File: src/rtl/cfg_pkg.sv
// rtl/cfg_pkg.sv - shared types and constants for the configuration stream loader
package cfg_pkg;

    typedef enum logic [2:0] {
        HDR,
        PAY,
        CHK,
        DONE,
        ERR
    } cfg_state_e;

    localparam int DATA_W_DEF  = 33;
    localparam int SW_W_DEF    = 16;
    localparam int NUM_LUT_DEF = 16;
    localparam int NUM_SW_DEF  = 32;
    localparam int ADDR_W_DEF  = 8;

    localparam logic [8:0] SYNC_PAT = 9'h1A5;

    // Header word layout
    localparam int HDR_SYNC_MSB = 32;
    localparam int HDR_SYNC_LSB = 24;
    localparam int HDR_ADDR_MSB = 15;
    localparam int HDR_ADDR_LSB = 8;
    localparam int HDR_CNT_MSB  = 7;
    localparam int HDR_CNT_LSB  = 0;

    // Region bases shared with the fabric element write ports
    localparam int LUT_BASE_DEF = 0;
    localparam int SW_BASE_DEF  = NUM_LUT_DEF;

endpackage

File: src/rtl/cfg_addr_decode.sv
// rtl/cfg_addr_decode.sv - element address to region write-strobe decoder with range check
module cfg_addr_decode
    import cfg_pkg::*;
#(
    parameter int NUM_LUT = NUM_LUT_DEF,
    parameter int NUM_SW  = NUM_SW_DEF,
    parameter int ADDR_W  = ADDR_W_DEF
) (
    input  logic [ADDR_W:0] addr,
    input  logic            en,
    output logic            we_lut,
    output logic            we_sw,
    output logic            in_range
);

    localparam int              SW_END_I = NUM_LUT + NUM_SW;
    localparam logic [ADDR_W:0] SW_BASE  = NUM_LUT[ADDR_W:0];
    localparam logic [ADDR_W:0] SW_END   = SW_END_I[ADDR_W:0];

    logic below_sw;

    assign below_sw = (addr < SW_BASE);
    assign in_range = (addr < SW_END);
    assign we_lut   = en & below_sw;
    assign we_sw    = en & ~below_sw & in_range;

endmodule

File: src/rtl/cfg_stream_loader.sv
// rtl/cfg_stream_loader.sv - loads LUT and switch-box configuration from a checksummed word stream
module cfg_stream_loader
    import cfg_pkg::*;
#(
    parameter int         DATA_W  = DATA_W_DEF,
    parameter int         SW_W    = SW_W_DEF,
    parameter int         NUM_LUT = NUM_LUT_DEF,
    parameter int         NUM_SW  = NUM_SW_DEF,
    parameter int         ADDR_W  = ADDR_W_DEF,
    parameter logic [8:0] SYNC    = SYNC_PAT
) (
    input  logic              clk,
    input  logic              rst,
    input  logic [DATA_W-1:0] in_data,
    input  logic              in_valid,
    output logic              in_ready,
    output logic [ADDR_W-1:0] cfg_addr,
    output logic [DATA_W-1:0] cfg_data,
    output logic              cfg_we_lut,
    output logic              cfg_we_sw,
    output logic              cfg_done,
    output logic              cfg_err,
    output logic              fabric_en
);

    localparam int              TOTAL_I = NUM_LUT + NUM_SW;
    localparam logic [ADDR_W:0] TOTAL   = TOTAL_I[ADDR_W:0];
    // Switch boxes only see the low SW_W bits; upper bits are zeroed on their writes
    localparam logic [DATA_W-1:0] SW_MASK = {{(DATA_W-SW_W){1'b0}}, {SW_W{1'b1}}};

    cfg_state_e state, state_nxt;

    logic [ADDR_W:0]   base_q;
    logic [7:0]        cnt_q;
    logic [7:0]        idx_q;
    logic [DATA_W-1:0] acc_q;

    logic              accept;
    logic [7:0]        hdr_addr;
    logic [7:0]        hdr_cnt;
    logic              hdr_sync_ok;
    logic              hdr_fits;
    logic              last_word;
    logic [ADDR_W:0]   pay_addr;
    logic              dec_lut;
    logic              dec_sw;
    logic              dec_in_range;

    assign in_ready    = ~rst & ((state == HDR) | (state == PAY) | (state == CHK));
    assign accept      = in_valid & in_ready;
    assign hdr_addr    = in_data[HDR_ADDR_MSB:HDR_ADDR_LSB];
    assign hdr_cnt     = in_data[HDR_CNT_MSB:HDR_CNT_LSB];
    assign hdr_sync_ok = (in_data[HDR_SYNC_MSB:HDR_SYNC_LSB] == SYNC);
    assign hdr_fits    = (({1'b0, hdr_addr} + {1'b0, hdr_cnt}) <= TOTAL);
    assign last_word   = (idx_q == (cnt_q - 8'd1));
    assign pay_addr    = base_q + {1'b0, idx_q};

    cfg_addr_decode #(
        .NUM_LUT (NUM_LUT),
        .NUM_SW  (NUM_SW),
        .ADDR_W  (ADDR_W)
    ) u_decode (
        .addr     (pay_addr),
        .en       (accept & (state == PAY)),
        .we_lut   (dec_lut),
        .we_sw    (dec_sw),
        .in_range (dec_in_range)
    );

    always_ff @(posedge clk) begin
        if (rst) begin
            state <= HDR;
        end else begin
            state <= state_nxt;
        end
    end

    always_comb begin
        state_nxt = state;
        case (state)
            HDR: begin
                if (accept) begin
                    if (!hdr_sync_ok)         state_nxt = ERR;
                    else if (hdr_cnt == 8'd0) state_nxt = DONE;
                    else if (!hdr_fits)       state_nxt = ERR;
                    else                      state_nxt = PAY;
                end
            end
            PAY: begin
                if (accept) begin
                    if (!dec_in_range)  state_nxt = ERR;
                    else if (last_word) state_nxt = CHK;
                end
            end
            CHK: begin
                if (accept) state_nxt = (in_data == acc_q) ? HDR : ERR;
            end
            default: state_nxt = state;
        endcase
    end

    always_ff @(posedge clk) begin
        if (rst) begin
            base_q     <= '0;
            cnt_q      <= '0;
            idx_q      <= '0;
            acc_q      <= '0;
            cfg_addr   <= '0;
            cfg_data   <= '0;
            cfg_we_lut <= 1'b0;
            cfg_we_sw  <= 1'b0;
        end else begin
            cfg_we_lut <= 1'b0;
            cfg_we_sw  <= 1'b0;
            if (accept) begin
                case (state)
                    HDR: begin
                        base_q <= {1'b0, hdr_addr};
                        cnt_q  <= hdr_cnt;
                        idx_q  <= '0;
                        acc_q  <= '0;
                    end
                    PAY: begin
                        acc_q      <= acc_q ^ in_data;
                        idx_q      <= idx_q + 8'd1;
                        cfg_addr   <= pay_addr[ADDR_W-1:0];
                        cfg_data   <= dec_sw ? (in_data & SW_MASK) : in_data;
                        cfg_we_lut <= dec_lut;
                        cfg_we_sw  <= dec_sw;
                    end
                    default: ;
                endcase
            end
        end
    end

    assign cfg_done  = (state == DONE);
    assign cfg_err   = (state == ERR);
    assign fabric_en = cfg_done & ~cfg_err;

endmodule

File: config.mk
export PLATFORM = sky130hd
export DESIGN_NAME = cfg_stream_loader
export DESIGN_NICKNAME = d
export VERILOG_FILES = /design/src/rtl/cfg_pkg.sv /design/src/rtl/cfg_addr_decode.sv /design/src/rtl/cfg_stream_loader.sv
export SDC_FILE = /design/constraint.sdc
export NUM_CORES = 1
export LEC_CHECK = 0
export CAP_MARGIN = 0
export CORE_MARGIN = 8
export CORE_UTILIZATION = 58
export DETAILED_ROUTE_END_ITERATION = 7
export GPL_ROUTABILITY_DRIVEN = 0
export PLACE_DENSITY_LB_ADDON = 0.08
export SLEW_MARGIN = 0
export SYNTH_ARGS = -nofsm -noshare
export SYNTH_HDL_FRONTEND = slang
export SYNTH_HIERARCHICAL = 1
export SYNTH_SLANG_ARGS = --single-unit
File: constraint.sdc
create_clock -name clk -period 9.74 [get_ports clk]
set_input_delay 1.948 -clock clk [delete_from_list [all_inputs] [get_ports clk]]
set_output_delay 1.948 -clock clk [all_outputs]
set_load 0.01 [all_outputs]
After elaboration in Yosys (flattened, before gate mapping)
Cells that the tools add are included.
{ "totals": {"input_bits": 36, "elab_cells": 64, "ff_bits": 103, "output_inout_bits": 47} }
{ "classes": {"magnitude_cmp": 3, "add_sub_neg": 4, "muxes": 13, "n_eq_ne": 11, "bitwise": 15, "reduce_logical": 9} }
{ "op_table": {"columns": ["op", "n"], "rows": [
  ["$pmux 33 s2", 1],
  ["$eq 33x33->1", 1],
  ["$mux 33", 1],
  ["$xor 33x33->33", 1],
  ["$mux 3", 9],
  ["$add 8x8->9", 2],
  ["$pmux 8 s2", 1],
  ["$eq 9x9->1 const B", 1],
  ["$le 9x6->1 const B", 1],
  ["$lt 9x5->1 const B", 1],
  ["$lt 9x6->1 const B", 1],
  ["$pmux 3 s3", 1],
  ["$add 8x1->8 const B", 1],
  ["$eq 8x8->1", 1],
  ["$logic_not 8->1", 1],
  ["$sub 8x1->8 const B", 1],
  ["$and 1x1->1", 7],
  ["$eq 3x2->1 const B", 2],
  ["$ne 2x2->1 const B", 3],
  ["$reduce_and 2->1", 3],
  ["$not 1->1", 5],
  ["$reduce_and 5->1", 1],
  ["$eq 3x1->1 const B", 1],
  ["$eq 3x3->1 const B", 1],
  ["6 further kinds", 7]
]} }

Depth between registers and ports, before layout
Gate-level depths: netlist (run 1).
{ "depth": {"ltp_word": 9, "depth_mapped": 15, "ltp_nobuf": 15} }

By module
The synthesis (run 1) kept the hierarchy.
{ "by_module_without_submodules": {"columns": ["module", "area_each_um2", "seq_area_each_um2", "cells_per_inst", "n_inst"], "rows": [
  ["cfg_stream_loader", 5225.0, 2062.0, 635, 1],
  ["cfg_addr_decode", 41.3, 0.0, 5, 1]
]} }

Worst setup path before layout (run 1)
OpenSTA, ideal clock, no wires.
{ "synth_path": {"path_kind": "in2out", "from": "input rst", "to": "output in_ready", "n_path_buf": 0, "cell_stages": 2, "t_required_ns": 7.792, "arrival_time_ns": 2.277, "path_slack_ns": 5.515, "cell_sequence": "nor2_1 > and2_1"} }
{ "synth_via": {"elab_chain_cells": 2} }
{ "synth_lines": {"columns": ["element", "line_no", "source"], "rows": [
  ["from (decl)", "cfg_stream_loader.sv:13", "input logic rst,"],
  ["$not 1->1", "cfg_stream_loader.sv:49", "assign in_ready = ~rst & ((state == HDR) | (state == PAY) | (state == CHK));"],
  ["$and 1x1->1", "cfg_stream_loader.sv:49", null],
  ["to (decl)", "cfg_stream_loader.sv:16", "output logic in_ready,"]
]} }
No other way between the ends.

Final worst setup path (run 1)
Same ends and word-level chain as after synthesis.

==> results.json, run 1 <==
{
  "worst_pin_slew_ns": 1.079,
  "syn_area_um2": 5263,
  "period_share": 0.5818,
  "diodes": 0,
  "antenna_found_initial": 0,
  "fmax_mhz": 176.5,
  "status": "complete, no violations",
  "routed_via_density": 5.762,
  "fin_cells": 814,
  "clk_pin_slew_ns": 0.09,
  "drive_gt1_frac": 0.04674,
  "syn-mean-instance-area_um2": 8.236,
  "via_count": 4690,
  "cp_max_fo": 103,
  "path_class": "input pin to primary output",
  "arrival_ns": 3.72,
  "portBuffers": 82,
  "relSlewSlack": 0.2619,
  "place_hpwl_um": 9377,
  "clock-sinks": 103,
  "maxCapViolCount": 0,
  "dp_cells": 798,
  "fp.dieW_um": 111.3,
  "fillers": 713,
  "hold_viol": 0,
  "cts_tree": "built",
  "crit_family": "buffers and inverters",
  "cts_buffer_depth": 2,
  "grt_max_degree": 104,
  "wire_per_inst_um": 16.38,
  "max_stage_delay_ns": 0.74,
  "slowest_stage": "buf_4",
  "hold_class": "register to register",
  "coreArea_um2": 8763,
  "rsz0062_at_grt": "no",
  "syn-num-nets": 695,
  "ir_worst_vdd_v": 0.00006981,
  "busiest_layer": "met2",
  "skew_ns": 0.01578,
  "grt_pass1_vias": 4613,
  "grtUsageMet1": 0.2756,
  "slew_viol_final": 0,
  "htreeDepth": 3,
  "end_kind": "primary output",
  "mostFrequentLayoutCells": "dfxtp_1 (103), nand2_1 (83), clkdlybuf4s50_1 (81)",
  "syn_inst": 639,
  "drt_iter0_markers": 260,
  "layout.nets": 757,
  "grt_use_met3": 0.04924,
  "areaGrowthSynthToFinish_pct": 19.73,
  "final_common_cell": "dfxtp_1",
  "ant_nets": 0,
  "finalSetupViolations": 0,
  "cts_buffers": 9,
  "yosysWarnings": 6,
  "drcViolationCount": 0,
  "fin_setup_tns_ns": 0,
  "holdBufCountCts": 0,
  "post_cts.resized_instances": 0,
  "die_h_um": 111.3,
  "clkLatencyLatePin_ns": 0.37,
  "io_pins": 83,
  "grt.total_usage": 0.2154,
  "num_rows": 34,
  "hold_ws_ns": 0.4539,
  "firstDrtPassIters": 4,
  "grt_pass1_wl_um": 22470,
  "grt_use_met2": 0.3508,
  "cts-root-buf": "clkbuf_8",
  "crit_buf_inv": 3,
  "fin_crit_ns": 5.667,
  "cts_setup_buffers": 0,
  "initial_core_util": 0.6005,
  "path_cells": "buf_2 > buf_4 > nor2_1 > and2_1 > clkdlybuf4s50_1",
  "cp.required_ns": 7.79,
  "die-area_um2": 12380,
  "drt_wl_total_um": 13340,
  "power_mw": 0.7817,
  "overflow": 0,
  "crit_path_start_kind": "input pin",
  "power.density_nw_per_um2": 124.1,
  "p_leak_nw": 2.336
}
==> layout make-up <==
type,count,area (um2),share of cell area
clock buffers,10,137.6,0.02184
repair buffers,87,853.3,0.1354
well taps,108,135.1,0.02145
flip-flops and latches,103,2062,0.3272
inverters,11,41.29,0.006553
clock inverters,6,51.30,0.008141
multi-input cells,489,3020,0.4793
==> per-stage QoR <==
step                      instance area [um2]  utilization  setup WS, ns
after CTS                                6301       0.7190         4.096
after global placement                   6112       0.6975         4.121
after floorplan                          5263            -         5.515
after global routing                     6301       0.7190         3.937
after detailed placement                 6112       0.6975         4.093
final                                    6301       0.7190         4.073
==> registers in the layout (all words and copies together) (netlist names), 3 cells and up <==
| register | flops |
|---|---|
| idx_q | 8 |
| cfg_addr | 8 |
| cfg_data | 33 |
| base_q | 8 |
| cnt_q | 8 |
| acc_q | 33 |
| state | 3 |
==> tightest hold or removal path: stages, from the launching register on <==
cell and delay [ns]:
dfxtp_1 0.32, nand2_1 0.05, a21oi_1 0.05
==> layer usage <==
metal	wire (um)	part of all wire
met5	0	0
met4	136	0.010
met3	1025	0.077
met2	6375	0.48
met1	5798	0.43
==> power breakdown <==
group	internal, mW	switching [mW]
clock network	0.104	0.152
logic	0.0424	0.0546
registers	0.425	0.00408
total	0.571	0.210
==> final timing paths <==
kind	startpoint	to	slack, ns	depth (start not counted)
setup / recovery	rst	in_ready	4.07	5
hold / removal	cfg_data[18]	cfg_data[18]	0.45	2
setup reg to reg	idx_q[1]	state[1]	5.71	12
hold reg to reg	cfg_data[18]	cfg_data[18]	0.45	2
Power figures use the tool's default switching activity.
==> run 2, diff against run 1 <==
--- a/config.mk
+++ b/config.mk
@@ -7,7 +7,7 @@
 export LEC_CHECK = 0
 export CAP_MARGIN = 0
 export CORE_MARGIN = 8
-export CORE_UTILIZATION = 58
+export CORE_UTILIZATION = 49
 export DETAILED_ROUTE_END_ITERATION = 7
 export GPL_ROUTABILITY_DRIVEN = 0
 export PLACE_DENSITY_LB_ADDON = 0.08
==> constraint.sdc (replaced) <==
create_clock -name clk -period 4.6 [get_ports clk]
set_input_delay 0.92 -clock clk [delete_from_list [all_inputs] [get_ports clk]]
set_output_delay 0.92 -clock clk [all_outputs]
set_load 0.01 [all_outputs]
==> results.json, run 2 (synthesis gave the netlist of run 1 again) <==
{
  "clk_pin_slew_ns": 0.09,
  "ir_worst_vdd_v": 0.0001291,
  "crit_path_start_kind": "register",
  "cts_setup_buffers": 0,
  "power_mw": 1.717,
  "coreArea_um2": 10650,
  "arrival_ns": 3.81,
  "die_h_um": 119.6,
  "fin_ws_ns": 1.009,
  "relSlewSlack": 0.2716,
  "antenna_found_initial": 0,
  "firstDrtPassIters": 5,
  "drcViolationCount": 0,
  "p_leak_nw": 2.348,
  "diodes": 0,
  "initial_core_util": 0.4941,
  "mostFrequentLayoutCells": "dfxtp_1 (103), nand2_1 (83), clkdlybuf4s50_1 (81)",
  "drt_iter0_markers": 310,
  "drive_gt1_frac": 0.04533,
  "hold_viol": 0,
  "end_kind": "register",
  "cts-root-buf": "clkbuf_8",
  "grt.total_usage": 0.1945,
  "overflow": 0,
  "finalSetupViolations": 0,
  "portBuffers": 82,
  "status": "complete, no violations",
  "cp.required_ns": 4.82,
  "clock-sinks": 103,
  "grt_pass1_wl_um": 22810,
  "via_count": 4641,
  "hold_class": "register to register",
  "dpl_worst_slack_ns": 1.029,
  "cts_buffer_depth": 2,
  "final_common_cell": "dfxtp_1",
  "die-area_um2": 14310,
  "power.density_nw_per_um2": 269.6,
  "grt_max_degree": 103,
  "wire_per_inst_um": 16.70,
  "htreeDepth": 3,
  "hold_ws_ns": 0.4541,
  "grt_pass1_vias": 4511,
  "period_share": 0.7808,
  "fmax_mhz": 278.4,
  "clkLatencyLatePin_ns": 0.38,
  "slew_viol_final": 0,
  "num_rows": 38,
  "post_cts.resized_instances": 0,
  "ant_nets": 0,
  "drt_wl_total_um": 14120,
  "path_class": "register to register",
  "areaGrowthSynthToFinish_pct": 20.99,
  "layout.nets": 758,
  "rsz0062_at_grt": "no",
  "worst_pin_slew_ns": 1.093,
  "fin_crit_ns": 3.592,
  "placed_area_um2": 6160,
  "io_pins": 83,
  "place_hpwl_um": 9570,
  "holdBufCountCts": 0,
  "design_area_um2": 6367,
  "fp.dieW_um": 119.6,
  "reg.largest.list": "acc_q x33, cfg_data x33",
  "fin_setup_tns_ns": 0,
  "skew_ns": 0.01198,
  "routed_via_density": 5.486,
  "cts_tree": "built",
  "cts_buffers": 9,
  "cp_max_fo": 6,
  "maxCapViolCount": 0
}
run 2: cell count changes in the layout (fill, tap and decap cells not counted):
cell       delta
buf_4         +1
bufinv_16     +1
clkbuf_1      +1
clkbuf_8      +2
clkinv_2      -1
clkinv_4      -1
inv_6         -2
inv_8         -1
run 2: final timing paths:
path,startpoint,endpoint,slack [ns],cells after the start
hold / removal,cfg_data[27],cfg_data[27],0.45,2
setup reg to reg,idx_q[0],state[1],1.01,14
setup / recovery,idx_q[0],state[1],1.01,14
hold reg to reg,cfg_data[27],cfg_data[27],0.45,2
run 2: cell type report:
type | instances | area (um2)
Clock buffer | 13 | 168.9
Multi-Input combinational cell | 489 | 3020
Tap cell | 140 | 175.2
Sequential cell | 103 | 2062
Timing Repair Buffer | 88 | 860.8
Clock inverter | 2 | 38.79
Inverter | 11 | 41.29
Fill cell | 1019 | 4283
run 2: per-stage QoR:
stage | std cells | utilization
after floorplan | 639 | -
after global placement | 831 | 0.5784
after detailed placement | 831 | 0.5784
after CTS | 846 | 0.5979
after global routing | 846 | 0.5979
final | 846 | 0.5979
run 2: power breakdown:
part	internal, mW	switching (mW)
clock	0.295	0.306
combinational	0.0899	0.117
sequential	0.899	0.00934
run 2: per-layer routing:
metal / GRT usage / vias to the layer above / part of all wire
met5: 0 / - / 0
met4: 0.07572 / 0 / 0.018
met3: 0.03711 / 19 / 0.057
met2: 0.3301 / 107 / 0.49
met1: 0.2386 / 2188 / 0.43
li1: - / 2327 / -
run 2: worst max-delay path, stage by stage, from the launching register on:
cell	delay (ns)
dfxtp_1	0.45
ha_1	0.21
inv_1	0.05
fa_1	0.40
nor2b_1	0.12
o21ai_0	0.09
a21boi_0	0.29
o21a_1	0.18
nor2_1	0.05
xnor2_1	0.16
a2111oi_0	0.71
a31oi_1	0.23
a41o_2	0.32
nor2_1	0.12
nor3_2	0.06
